==> config.mk <==
export PLATFORM = sky130hd
export DESIGN_NAME = alu_seq_unit
export DESIGN_NICKNAME = d
export VERILOG_FILES = /design/src/rtl/alu_seq_unit.sv
export SDC_FILE = /design/constraint.sdc
export NUM_CORES = 1
export LEC_CHECK = 0
export BUFFER_PORTS_ARGS = -buffer_cell sky130_fd_sc_hd__buf_2
export CAP_MARGIN = 30
export CORE_AREA = 4 4 92 94
export CTS_CLUSTER_DIAMETER = 200
export DETAILED_ROUTE_END_ITERATION = 6
export DIE_AREA = 0 0 96 98
export PLACE_DENSITY = 0.79
export SLEW_MARGIN = 20
export SYNTH_ARGS = -nofsm -noshare
export SYNTH_HDL_FRONTEND = slang
export SYNTH_SLANG_ARGS = --single-unit
==> constraint.sdc <==
create_clock -name clk -period 3.36 [get_ports clk]
set_input_delay 0.672 -clock clk [delete_from_list [all_inputs] [get_ports clk]]
set_output_delay 0.672 -clock clk [all_outputs]
set_load 0.02 [all_outputs]
==> src/rtl/alu_seq_unit.sv <==
`default_nettype none
// ============================================================================
// Module   : alu_seq_unit
// Purpose  : Registered ALU with a valid/ready handshake on both sides and
//            registered NZCV flags. Provides AND, OR, ADD, SUB, XOR and SHL
//            with a one-cycle latency. MUL is an unsigned radix-2 shift-add
//            that takes WIDTH cycles. Opcode 111 is reserved and returns zero.
// Ports    : clk, rst             - clock, asynchronous active-high reset
//            in_valid / in_ready  - operand handshake (accept = both high)
//            A_num, B_num         - operands, WIDTH bits
//            ALUControl           - 3-bit opcode
//            out_valid / out_ready- result handshake
//            result               - registered result, WIDTH bits
//            N_flag, Z_flag, C_flag, V_flag - registered flags
// Revision : 1.0 - initial release
// ============================================================================
module alu_seq_unit #(
    parameter int WIDTH = 8
) (
    input  logic             clk,
    input  logic             rst,
    input  logic             in_valid,
    output logic             in_ready,
    input  logic [WIDTH-1:0] A_num,
    input  logic [WIDTH-1:0] B_num,
    input  logic [2:0]       ALUControl,
    output logic             out_valid,
    input  logic             out_ready,
    output logic [WIDTH-1:0] result,
    output logic             N_flag,
    output logic             Z_flag,
    output logic             C_flag,
    output logic             V_flag
);

    localparam int c_SHAMT_W = $clog2(WIDTH);
    localparam int c_CNT_W   = $clog2(WIDTH);
    localparam logic [c_CNT_W-1:0] c_CNT_INIT = c_CNT_W'(WIDTH - 1);

    localparam logic [2:0] c_OP_AND = 3'b000;
    localparam logic [2:0] c_OP_OR  = 3'b001;
    localparam logic [2:0] c_OP_ADD = 3'b010;
    localparam logic [2:0] c_OP_SUB = 3'b011;
    localparam logic [2:0] c_OP_XOR = 3'b100;
    localparam logic [2:0] c_OP_SHL = 3'b101;
    localparam logic [2:0] c_OP_MUL = 3'b110;

    typedef enum logic [1:0] {
        S_IDLE = 2'd0,
        S_MUL  = 2'd1,
        S_DONE = 2'd2
    } state_t;

    state_t                 r_state;
    logic [WIDTH-1:0]       r_result;
    logic                   r_n, r_z, r_c, r_v;
    logic [c_CNT_W-1:0]     r_cnt;
    logic [2*WIDTH-1:0]     r_acc;
    logic [2*WIDTH-1:0]     r_mcand;
    logic [WIDTH-1:0]       r_mplier;

    logic                   w_accept;
    logic [WIDTH:0]         w_add;
    logic [WIDTH:0]         w_sub;
    logic [WIDTH:0]         w_shl;
    logic [c_SHAMT_W-1:0]   w_shamt;
    logic [WIDTH-1:0]       w_alu_res;
    logic                   w_alu_c, w_alu_v;
    logic [2*WIDTH-1:0]     w_acc_next;
    logic [WIDTH-1:0]       w_fin_res;
    logic                   w_fin_c, w_fin_v;

    assign in_ready  = (r_state == S_IDLE) | ((r_state == S_DONE) & out_ready);
    assign out_valid = (r_state == S_DONE);
    assign w_accept  = in_valid & in_ready;

    assign result = r_result;
    assign N_flag = r_n;
    assign Z_flag = r_z;
    assign C_flag = r_c;
    assign V_flag = r_v;

    // Single-cycle operations, evaluated directly on the live inputs so the
    // result can be registered on the accepting edge.
    always_comb begin
        w_add     = {1'b0, A_num} + {1'b0, B_num};
        w_sub     = {1'b0, A_num} + {1'b0, ~B_num} + {{WIDTH{1'b0}}, 1'b1};
        w_shamt   = B_num[c_SHAMT_W-1:0];
        // One extra bit on top catches the last bit shifted out; it is zero
        // when the amount is zero or exceeds WIDTH.
        w_shl     = {1'b0, A_num} << w_shamt;
        w_alu_res = '0;
        w_alu_c   = 1'b0;
        w_alu_v   = 1'b0;
        case (ALUControl)
            c_OP_AND: w_alu_res = A_num & B_num;
            c_OP_OR:  w_alu_res = A_num | B_num;
            c_OP_XOR: w_alu_res = A_num ^ B_num;
            c_OP_ADD: begin
                w_alu_res = w_add[WIDTH-1:0];
                w_alu_c   = w_add[WIDTH];
                w_alu_v   = (A_num[WIDTH-1] == B_num[WIDTH-1]) &
                            (w_add[WIDTH-1] != A_num[WIDTH-1]);
            end
            c_OP_SUB: begin
                w_alu_res = w_sub[WIDTH-1:0];
                w_alu_c   = w_sub[WIDTH];
                w_alu_v   = (A_num[WIDTH-1] != B_num[WIDTH-1]) &
                            (w_sub[WIDTH-1] != A_num[WIDTH-1]);
            end
            c_OP_SHL: begin
                w_alu_res = w_shl[WIDTH-1:0];
                w_alu_c   = w_shl[WIDTH];
            end
            default: begin
                w_alu_res = '0;
            end
        endcase
    end

    // Shift-add step: the multiplicand moves left and the multiplier right,
    // so bit 0 of the multiplier always selects the current partial product.
    assign w_acc_next = r_acc + (r_mplier[0] ? r_mcand : {2*WIDTH{1'b0}});

    always_comb begin
        if (r_state == S_MUL) begin
            w_fin_res = w_acc_next[WIDTH-1:0];
            w_fin_c   = |w_acc_next[2*WIDTH-1:WIDTH];
            w_fin_v   = 1'b0;
        end else begin
            w_fin_res = w_alu_res;
            w_fin_c   = w_alu_c;
            w_fin_v   = w_alu_v;
        end
    end

    always_ff @(posedge clk or posedge rst) begin
        if (rst) begin
            r_state  <= S_IDLE;
            r_result <= '0;
            r_n      <= 1'b0;
            r_z      <= 1'b0;
            r_c      <= 1'b0;
            r_v      <= 1'b0;
            r_cnt    <= '0;
            r_acc    <= '0;
            r_mcand  <= '0;
            r_mplier <= '0;
        end else begin
            case (r_state)
                S_MUL: begin
                    r_acc    <= w_acc_next;
                    r_mcand  <= r_mcand << 1;
                    r_mplier <= r_mplier >> 1;
                    if (r_cnt == '0) begin
                        r_result <= w_fin_res;
                        r_n      <= w_fin_res[WIDTH-1];
                        r_z      <= ~|w_fin_res;
                        r_c      <= w_fin_c;
                        r_v      <= w_fin_v;
                        r_state  <= S_DONE;
                    end else begin
                        r_cnt <= r_cnt - 1'b1;
                    end
                end
                default: begin
                    if (w_accept) begin
                        if (ALUControl == c_OP_MUL) begin
                            r_state  <= S_MUL;
                            r_cnt    <= c_CNT_INIT;
                            r_acc    <= '0;
                            r_mcand  <= {{WIDTH{1'b0}}, A_num};
                            r_mplier <= B_num;
                        end else begin
                            r_result <= w_fin_res;
                            r_n      <= w_fin_res[WIDTH-1];
                            r_z      <= ~|w_fin_res;
                            r_c      <= w_fin_c;
                            r_v      <= w_fin_v;
                            r_state  <= S_DONE;
                        end
                    end else if ((r_state != S_DONE) || out_ready) begin
                        // Result consumed, or recovery from an unused encoding.
                        r_state <= S_IDLE;
                    end
                end
            endcase
        end
    end

endmodule
`default_nettype wire

==> results.txt <==
----------------------------------------------------
[Run status]
  Outcome ... finished clean

[STA]
  Setup repair after global routing missed its margin ... false
  Max-slew violation count ... 0
  Hold Slack ... 280 ps
  Summed negative setup slack over all endpoints ... 0 ps
  Period minus WS final ... 3140 ps
  Actual slew at the worst max-slew pin ... 608 ps
  Fmax ... 319 MHz
  Worst relative slew slack ... 59.3%
  Number of hold violations in the final report ... 0
  Final-report setup violation count ... 0
  Layout Skew ... 13.3 ps
  Post-route fraction of the period consumed by the critical path ... 93.3%
  Final setup margin ... 224 ps

[Setup path]
  Cells along the critical path ... and2_1 > ha_1 > fa_1 > a211oi_2 > o21ai_1 > a2111oi_2 > nor2_1 > a311oi_2 > xor2_1 > nand4_1 > o31a_1
  Worst Setup Path Type ... flip-flop to flip-flop
  Kind of end point of the critical path ... flip-flop
  Highest net fanout along the worst path ... 3
  Worst-case reg-to-reg path depth ... 11
  Biggest cell delay along the critical path ... 440 ps
  Internal reg-to-reg setup slack ... 220 ps
  Endpoint of the most critical register-to-register path ... C_flag
  Startpoint Class ... flip-flop
  CP max stage cell ... sky130_fd_sc_hd__fa_1
  Worst setup path endpoint ... C_flag
  Required arrival time at the worst endpoint ... 3560 ps
  Critical path's top delay family ... compound AO/OA/AOI/OAI gates
  Arrival time at the worst endpoint ... 3330 ps
  Start point of the critical path ... r_mcand[0]
  Critical register-to-register path startpoint ... r_mcand[0]
  Number of logic stages on the critical path including buffering ... 11
  Buffer and inverter count on the worst path ... 0

[Logic synthesis]
  Proportion of synthesized chip area in sequential cells ... 30.9%
  Number of enable-type register cells in the synthesized netlist ... 0
  Most numerous cell types in the synthesized netlist ... sky130_fd_sc_hd__nand2_1 (87), sky130_fd_sc_hd__dfrtp_1 (56), sky130_fd_sc_hd__ha_1 (42), sky130_fd_sc_hd__nor2_1 (42), sky130_fd_sc_hd__a21oi_1 (32)
  Synthesis warning total ... 0
  Number of different library cells in the post-synthesis netlist ... 60
  Post-Synthesis Cell Area ... 0.00453 mm²
  Yosys reg bits ... 56
  Area contributors post-synth ... sky130_fd_sc_hd__dfrtp_1 (31%), sky130_fd_sc_hd__ha_1 (12%), sky130_fd_sc_hd__nand2_1 (7.2%)
  Most common cell in the synthesized netlist ... sky130_fd_sc_hd__nand2_1
  Async set or reset register ratio after synthesis ... 100%
  Net count of the mapped netlist ... 612
  Syn Inst Count ... 544
  Post-synthesis cell type with the largest combined area ... sky130_fd_sc_hd__dfrtp_1
  Most used flip-flop cell after synthesis ... sky130_fd_sc_hd__dfrtp_1
  Post-synthesis average cell area ... 8.33 µm²
  Synth top area share ... 30.9%

[Final layout]
  Final nets ... 643
  Fraction of final layout cells with drive strength greater than 1 ... 12.7%
  Inserted Diodes ... 0
  Final core utilization ... 64.5%
  Synth-to-layout area growth ... 8.89%
  Filler Cell Count ... 690

[Clock tree]
  Number of sinks on the clock net ... 56
  Library cell used as clock root buffer ... sky130_fd_sc_hd__clkbuf_8
  Reg clk slew, reported paths ... 110 ps
  Clock Path Buffers ... 2
  Number of H-tree levels ... 2
  CTS Hold Buffers Added ... 0
  Worst skew pair latency ... 320 ps
  TritonCTS clock tree ... built
  CTS buffer count ... 5

[Routing]
  # DRC ... 0
  Routed vias/inst ... 6.22
  Antenna Nets Post-Route ... 0
  Detailed router's first-iteration violation count ... 264
  Number of iterations in the first detailed-routing pass ... 4
  Routed length per placed instance ... 17.7 µm
  Via count ... 4,214
  Total wire length after detailed routing ... 12,000 µm

[Placed design]
  Weighted congestion at the end of routability-driven global placement ... 0.995
  Number of buffers inserted by port buffering ... 36
  HPWL after detailed placement ... 9380 µm
  Pre-CTS setup slack ... 164 ps

[GRT]
  GRT Util Overall ... 26.5%
  GRT overflow ... 0
  Maximum number of pins on one net before global-route repair ... 43
  Number of global-route vias before repair ... 4,025
  Global-route wire length before repair ... 19,800 µm
  Initial antenna violation count ... 0

[Floorplan]
  Die area ... 0.00941 mm²
  Die extent in y ... 98 µm
  Starting utilization of the core area ... 59.2%
  Number of placement rows ... 32
  Standard cell core area ... 0.00765 mm²
  Die X ... 96 µm
  Top-Level Pins ... 37

[Pwr]
  IR Drop Worst-Case VDD ... 0.000267 V
  Power per unit of standard cell area ... 556 mW/mm²
  Leakage power ... 2.47 nW

[Run]
  Max-capacitance violation count ... 0

[Hold path]
  Hold Path Class ... input port to async pin

----------------------------------------------------
-- layout by cell type, fill, tap and decap left out, types with 3 or more instances in the layout --
cell and instances:
sky130_fd_sc_hd__nand2_1 87, sky130_fd_sc_hd__dfrtp_1 56, sky130_fd_sc_hd__nor2_1 42, sky130_fd_sc_hd__ha_1 42, sky130_fd_sc_hd__buf_2 36, sky130_fd_sc_hd__a21oi_1 32
sky130_fd_sc_hd__o21ai_0 28, sky130_fd_sc_hd__inv_1 28, sky130_fd_sc_hd__nand3_1 22, sky130_fd_sc_hd__a22oi_1 17, sky130_fd_sc_hd__and2_1 15, sky130_fd_sc_hd__buf_4 14
sky130_fd_sc_hd__xor2_1 12, sky130_fd_sc_hd__a21o_1 10, sky130_fd_sc_hd__xnor2_1 10, sky130_fd_sc_hd__mux2i_1 9, sky130_fd_sc_hd__nand2b_1 8, sky130_fd_sc_hd__a211oi_1 7
sky130_fd_sc_hd__o31ai_1 7, sky130_fd_sc_hd__nor3_1 6, sky130_fd_sc_hd__o22ai_1 6, sky130_fd_sc_hd__o211ai_1 5, sky130_fd_sc_hd__clkbuf_8 5, sky130_fd_sc_hd__nor2b_1 4
sky130_fd_sc_hd__nand4_1 4, sky130_fd_sc_hd__mux4_2 4, sky130_fd_sc_hd__a221o_1 4, sky130_fd_sc_hd__a22o_1 4, sky130_fd_sc_hd__a31oi_1 3, sky130_fd_sc_hd__o21bai_1 3
sky130_fd_sc_hd__fa_1 3
-- stage by stage --
stage               area (µm²)  instances  power, W
floorplan                 4530        544   0.00200
global placement          4840        670   0.00231
detailed placement        4840        670   0.00236
CTS                       4930        678   0.00275
global route              4930        678   0.00297
finish                    4930        678   0.00274
-- worst min path at each step --
stage,endpoint,slack [ps],cells past startpoint
floorplan,r_mplier[3],450,2
global placement,r_mplier[4],460,2
detailed placement,r_mplier[6],470,2
CTS,r_cnt[0],290,2
global route,r_cnt[0],300,2
finish,result[3],280,2
-- sequential cells by signal (all words and copies together), names as in the netlist --
| name | flops |
|---|---|
| r_acc | 16 |
| r_cnt | 3 |
| r_mcand | 16 |
| V_flag | 1 |
| r_state | 2 |
| r_mplier | 8 |
| C_flag | 1 |
| result | 8 |
| Z_flag | 1 |
-- cell families after synthesis --
family / synth area share (%)
compound gates: 22.9
xor+xnor: 4.25
fa+ha+maj: 12.9
buf+inv: 4.75
flops: 30.9
mux: 4.23
simple gates: 20.0
-- layer usage --
metal | GRT usage, % | wire, µm | part of all wire [%]
met1 | 36.1 | 5090 | 42
met2 | 42.3 | 5710 | 48
met3 | 3.24 | 753 | 6.3
met4 | 10.7 | 458 | 3.8
met5 | 0 | 0 | 0
-- where the power goes --
part           internal [W]  leakage, nW  switching, W
Clock              0.000149       0.0445      0.000236
Combinational      0.000500         1.70      0.000746
Sequential         0.000936        0.722      0.000175
Total               0.00158         2.47       0.00116
-- area by class of cell --
class | instances | area [µm²] | share of cell area [%]
timing repair buffer | 50 | 285 | 5.78
tap | 102 | 128 | 2.59
inverter | 30 | 113 | 2.28
multi-input combinational | 432 | 2920 | 59.1
sequential | 56 | 1400 | 28.4
clock buffer | 5 | 68.8 | 1.39
clock inverter | 3 | 21.3 | 0.431
-- what timing repair did --
action / CTS / global route
setup endpoints to repair: 0 / 1
resized for setup: 0 / 0
setup buffers: 0 / 0
Note: power is estimated with default switching activity, not from simulation.
